===== config.mk =====
export PLATFORM = sky130hd
export DESIGN_NAME = display_scheduler
export DESIGN_NICKNAME = d
export VERILOG_FILES = /design/src/rtl/display_scheduler.sv
export SDC_FILE = /design/constraint.sdc
export NUM_CORES = 1
export LEC_CHECK = 0
export CAP_MARGIN = 0
export CORE_MARGIN = 10
export CORE_UTILIZATION = 40
export CTS_CLUSTER_DIAMETER = 80
export DETAILED_ROUTE_END_ITERATION = 8
export PLACE_DENSITY = 0.69
export SLEW_MARGIN = 15
export SYNTH_ARGS = -nofsm -noshare
export SYNTH_HDL_FRONTEND = slang
export SYNTH_SLANG_ARGS = --single-unit

===== constraint.sdc =====
create_clock -name clk_100MHz -period 2.7 [get_ports clk_100MHz]
set_input_delay 0.81 -clock clk_100MHz [delete_from_list [all_inputs] [get_ports clk_100MHz]]
set_output_delay 0.81 -clock clk_100MHz [all_outputs]
set_load 0.1 [all_outputs]

===== src/rtl/display_scheduler.sv =====
// Round-robin arbiter that hands a 4-digit hex display to one of three requesters, with a minimum hold time.
// Optional owner preemption after MAX_HOLD cycles is enabled with `define DISP_SCHED_TIMEOUT_EN.
module display_scheduler #(
    parameter logic [31:0] HOLD_MIN = 32'd100000000,
    parameter logic [31:0] MAX_HOLD = 32'd500000000
) (
    input  logic        clk_100MHz,
    input  logic        rst,
    input  logic [2:0]  req,
    input  logic [15:0] value0,
    input  logic [15:0] value1,
    input  logic [15:0] value2,
    output logic [2:0]  grant,
    output logic [1:0]  owner,
    output logic [3:0]  digit3,
    output logic [3:0]  digit2,
    output logic [3:0]  digit1,
    output logic [3:0]  digit0
);

    typedef enum logic [1:0] {
        IDLE     = 2'd0,
        OWN_MIN  = 2'd1,
        OWN_FREE = 2'd2
    } state_t;

`ifdef DISP_SCHED_TIMEOUT_EN
    localparam bit TIMEOUT_EN = 1'b1;
`else
    localparam bit TIMEOUT_EN = 1'b0;
`endif

    state_t      state_q, state_d;
    logic [31:0] cnt_q, cnt_d;
    logic [1:0]  owner_q, owner_d;
    logic [1:0]  last_q, last_d;
    logic [2:0]  grant_q, grant_d;
    logic [15:0] disp_q, disp_d;

    logic [1:0]  pick;
    logic [2:0]  others;
    logic [15:0] owner_value;
    logic        owner_req;
    logic        timeout_hit;

    function automatic logic [1:0] rr_next(input logic [1:0] idx);
        rr_next = (idx == 2'd2) ? 2'd0 : idx + 2'd1;
    endfunction

    // First requester strictly after 'after' in the cyclic order 0,1,2; 3 if none.
    function automatic logic [1:0] rr_pick(input logic [2:0] r, input logic [1:0] after);
        logic [1:0] a, b, c;
        a = rr_next(after);
        b = rr_next(a);
        c = rr_next(b);
        if (r[a])
            rr_pick = a;
        else if (r[b])
            rr_pick = b;
        else if (r[c])
            rr_pick = c;
        else
            rr_pick = 2'd3;
    endfunction

    function automatic logic [2:0] onehot(input logic [1:0] idx);
        case (idx)
            2'd0:    onehot = 3'b001;
            2'd1:    onehot = 3'b010;
            2'd2:    onehot = 3'b100;
            default: onehot = 3'b000;
        endcase
    endfunction

    always_comb begin
        case (owner_q)
            2'd0:    owner_value = value0;
            2'd1:    owner_value = value1;
            2'd2:    owner_value = value2;
            default: owner_value = disp_q;
        endcase
    end

    assign owner_req   = |(req & grant_q);
    assign others      = req & ~grant_q;
    assign timeout_hit = TIMEOUT_EN && (cnt_q >= MAX_HOLD - 32'd1);

    always_comb begin
        state_d = state_q;
        cnt_d   = cnt_q;
        owner_d = owner_q;
        last_d  = last_q;
        grant_d = grant_q;
        disp_d  = disp_q;
        pick    = 2'd3;

        case (state_q)
            IDLE: begin
                pick = rr_pick(req, last_q);
            end
            OWN_MIN: begin
                cnt_d = cnt_q + 32'd1;
                if (cnt_q == HOLD_MIN - 32'd1)
                    state_d = OWN_FREE;
            end
            OWN_FREE: begin
                cnt_d = (cnt_q == 32'hFFFF_FFFF) ? cnt_q : cnt_q + 32'd1;
                if (!owner_req) begin
                    if (others != 3'b000) begin
                        pick = rr_pick(others, last_q);
                    end else begin
                        state_d = IDLE;
                        grant_d = 3'b000;
                        owner_d = 2'd3;
                    end
                end else if (timeout_hit && (others != 3'b000)) begin
                    pick = rr_pick(others, last_q);
                end
            end
            default: begin
                state_d = IDLE;
                grant_d = 3'b000;
                owner_d = 2'd3;
            end
        endcase

        if (pick != 2'd3) begin
            state_d = OWN_MIN;
            cnt_d   = 32'd0;
            owner_d = pick;
            last_d  = pick;
            grant_d = onehot(pick);
        end

        // Digits follow the owner's value one cycle late and freeze while idle.
        if (state_q != IDLE)
            disp_d = owner_value;
    end

    always_ff @(posedge clk_100MHz) begin
        if (rst) begin
            state_q <= IDLE;
            cnt_q   <= 32'd0;
            owner_q <= 2'd3;
            last_q  <= 2'd2;
            grant_q <= 3'b000;
            disp_q  <= 16'h0000;
        end else begin
            state_q <= state_d;
            cnt_q   <= cnt_d;
            owner_q <= owner_d;
            last_q  <= last_d;
            grant_q <= grant_d;
            disp_q  <= disp_d;
        end
    end

    assign grant  = grant_q;
    assign owner  = owner_q;
    assign digit3 = disp_q[15:12];
    assign digit2 = disp_q[11:8];
    assign digit1 = disp_q[7:4];
    assign digit0 = disp_q[3:0];

endmodule


==> flow_metrics.tcl <==
set metrics [dict create \
    crit_slowest_cell "clkdlybuf4s50_1" \
    synth.most_common_cell "nand2_1" \
    final_nets 535 \
    clock_latency_ps 340 \
    post-route-min-period_ps 2445 \
    finalHoldViolations 0 \
    relSlewSlack 0.5065 \
    cts-htree-levels 3 \
    p_total_mw 2.382 \
    cts_tree "built" \
    crit_type "in -> reg" \
    cts.path.max_buffers 2 \
    rsz0062_at_grt "no" \
    routed-via-count 3173 \
    area_growth_pct 35.08 \
    antenna_cells 0 \
    cts_buffers 9 \
    critPathCaptureType "flip-flop" \
    fillCellCount 694 \
    synth_async_sr_flop_share 0 \
    critPathMostFrequentCell "buf_4" \
    floorplan.initialDensity 0.4147 \
    yosysWarnings 0 \
    cts_setup_buffers 0 \
    gp_congestion 0.8490 \
    cp.arrival_ps 2710 \
    grt.overflow.total 0 \
    rows 31 \
    hold_path_class "reg -> reg" \
    grt_first_pass_wirelength_mm 14.06 \
    ir_drop_uv 243.5 \
    ys_ff_latch 57 \
    cp.required_ps 2970 \
    fin_util 0.5602 \
    fin_skew_ps 4.909 \
    finalSetupViolations 0 \
    cts_resized 0 \
    yosysSeqAreaShare 0.3773 \
    drc_errors 0 \
    syn_area_per_cell_um2 7.579 \
    cts-root-buf "clkbuf_8" \
    power_leakage_nw 1.475 \
    synth.area.top_cells "dfxtp_1 38%, nand2_1 8.9%, a21oi_1 6.0%" \
    timing.fmax_ghz 0.4090 \
    design.core.area_um2 7292 \
    drt_iter0_drc 201 \
    netlist_top_cells_count "72 x nand2_1, 57 x dfxtp_1, 36 x a21oi_1, 32 x o21ai_0, 29 x nor2_1" \
    yosys_most_used_dff "dfxtp_1" \
    antenna_found_initial 0 \
    synth_cells 399 \
    die_area_um2 11440 \
    io_buffers 73 \
    synth.distinct_cells 50 \
    crit_fanout 6 \
    clkTransAtPathRegs_ps 60 \
    syn_area_um2 3024 \
    mappedNetlistNets 456 \
    ios 74 \
    cts.sinks 57 \
    path_cells "clkdlybuf4s50_1 > buf_4 > a222oi_1 > nand2b_1 > buf_4 > o31ai_2 > buf_4 > nor3_1 > o21bai_1" \
    die_x_um 107.0 \
    critPathMaxStageDelay_ps 420 \
    grt_usage 0.1500 \
    wl_per_cell_um 14.98 \
    path_buf_inv 4 \
    synth_top_area_frac 0.3773 \
    worstMarginPinSlew_ps 740.2 \
    maxSlewViolCount 0 \
    status "finished, final reports clean" \
    routed_wl_mm 8.688 \
    critical_path.startpoint_type "primary input" \
    final_layout_size_suffix_gt1_frac 0.1268 \
    first_global_vias 3017 \
    cp_top_family "buffers and inverters" \
    die_h_um 107.0 \
    fin_crit_sh 0.9055 \
    synth-edff-count 0 \
    cap_violations 0 \
    cts_hold_buf 0 \
    dr.pass1.iters 6 \
    final_antenna_net_count 0 \
    powerDensity_nw_per_um2 583.0 \
    grt_max_degree 33 \
    via_per_inst 5.471 \
    yosys.area.top_type "dfxtp_1" \
    dpl.hpwl_mm 6.657 \
]
-- flip-flops by register name, summed over array words and instances, names as in the netlist --
signal,flops
owner,2
state_q,2
cnt_q,32
grant,3
disp_q,16
last_q,2
-- stage by stage --
step | cell area, um^2 | hold WS [ps] | setup WS (ps) | setup TNS, ps | cells
floorplan | 3024 | 444.4 | 322.6 | 0 | 399
global placement | 3869 | 443.2 | -14.61 | -18.40 | 566
detailed placement | 3869 | 448.5 | -99.75 | -404.2 | 566
CTS | 4085 | 458.0 | 265.0 | 0 | 580
global route | 4085 | 483.2 | 109.0 | 0 | 580
finish | 4085 | 455.3 | 255.2 | 0 | 580
-- worst min-delay path, delay by kind of cell (launching register included) --
| family | cells | cell delay (ps) |
|---|---|---|
| AO/OA/AOI/OAI | 1 | 50 |
| flip-flops | 1 | 310 |
| AND/OR/NAND/NOR | 1 | 50 |
-- path summary, 6_finish.rpt --
kind	from	end	slack [ps]	cells past startpoint
setup reg to reg	cnt_q[3]	cnt_q[7]	380	6
hold reg to reg	disp_q[14]	disp_q[14]	460	2
setup / recovery	req[0]	owner[1]	260	9
hold / removal	disp_q[14]	disp_q[14]	460	2
-- layout make-up --
class / instances / area, um^2 / share of cell area
Multi-Input combinational cell: 309 / 1757 / 0.4300
Clock buffer: 11 / 151.4 / 0.03706
Clock inverter: 3 / 65.06 / 0.01593
Tap cell: 99 / 123.9 / 0.03032
Sequential cell: 57 / 1141 / 0.2793
Inverter: 11 / 41.29 / 0.01011
Timing Repair Buffer: 90 / 805.8 / 0.1972
-- layer usage --
metal,routed length (um),global-route usage
met5,0,0
met2,3885,0.2344
met1,3687,0.1650
met3,1012,0.08862
met4,102,0.05416
-- placed cells by master, fill, tap and decap left out, drive strengths merged, types with 3 or more instances in the layout --
| master | n |
|---|---|
| o21ai | 34 |
| and4 | 5 |
| xor2 | 10 |
| ha | 4 |
| clkbuf | 11 |
| nor4 | 5 |
| xnor2 | 6 |
| nor3 | 13 |
| o21bai | 3 |
| nand2 | 72 |
| nand4 | 9 |
| o31ai | 3 |
| and2 | 5 |
| and3 | 5 |
| buf | 38 |
| clkdlybuf4s50 | 52 |
| nand2b | 6 |
| or4 | 7 |
| a22oi | 16 |
| inv | 11 |
| nor2 | 29 |
| o211ai | 4 |
| nand3 | 6 |
| dfxtp | 57 |
| a21oi | 36 |
| or3 | 10 |
-- where the power goes --
part / internal [mW] / switching (mW) / leakage, nW
combinational: 0.206 / 0.379 / 0.902
clock: 0.558 / 0.333 / 0.111
sequential: 0.874 / 0.0310 / 0.462
total: 1.64 / 0.744 / 1.48
-- kinds of logic after synthesis --
logic type,Yosys count,synth area share
compound gates,111,0.2288
xor+xnor,16,0.04634
fa+ha+maj,4,0.01655
buf+inv,33,0.04179
flops,57,0.3773
simple gates,178,0.2892
No activity file was read; power rests on OpenSTA's default activity.
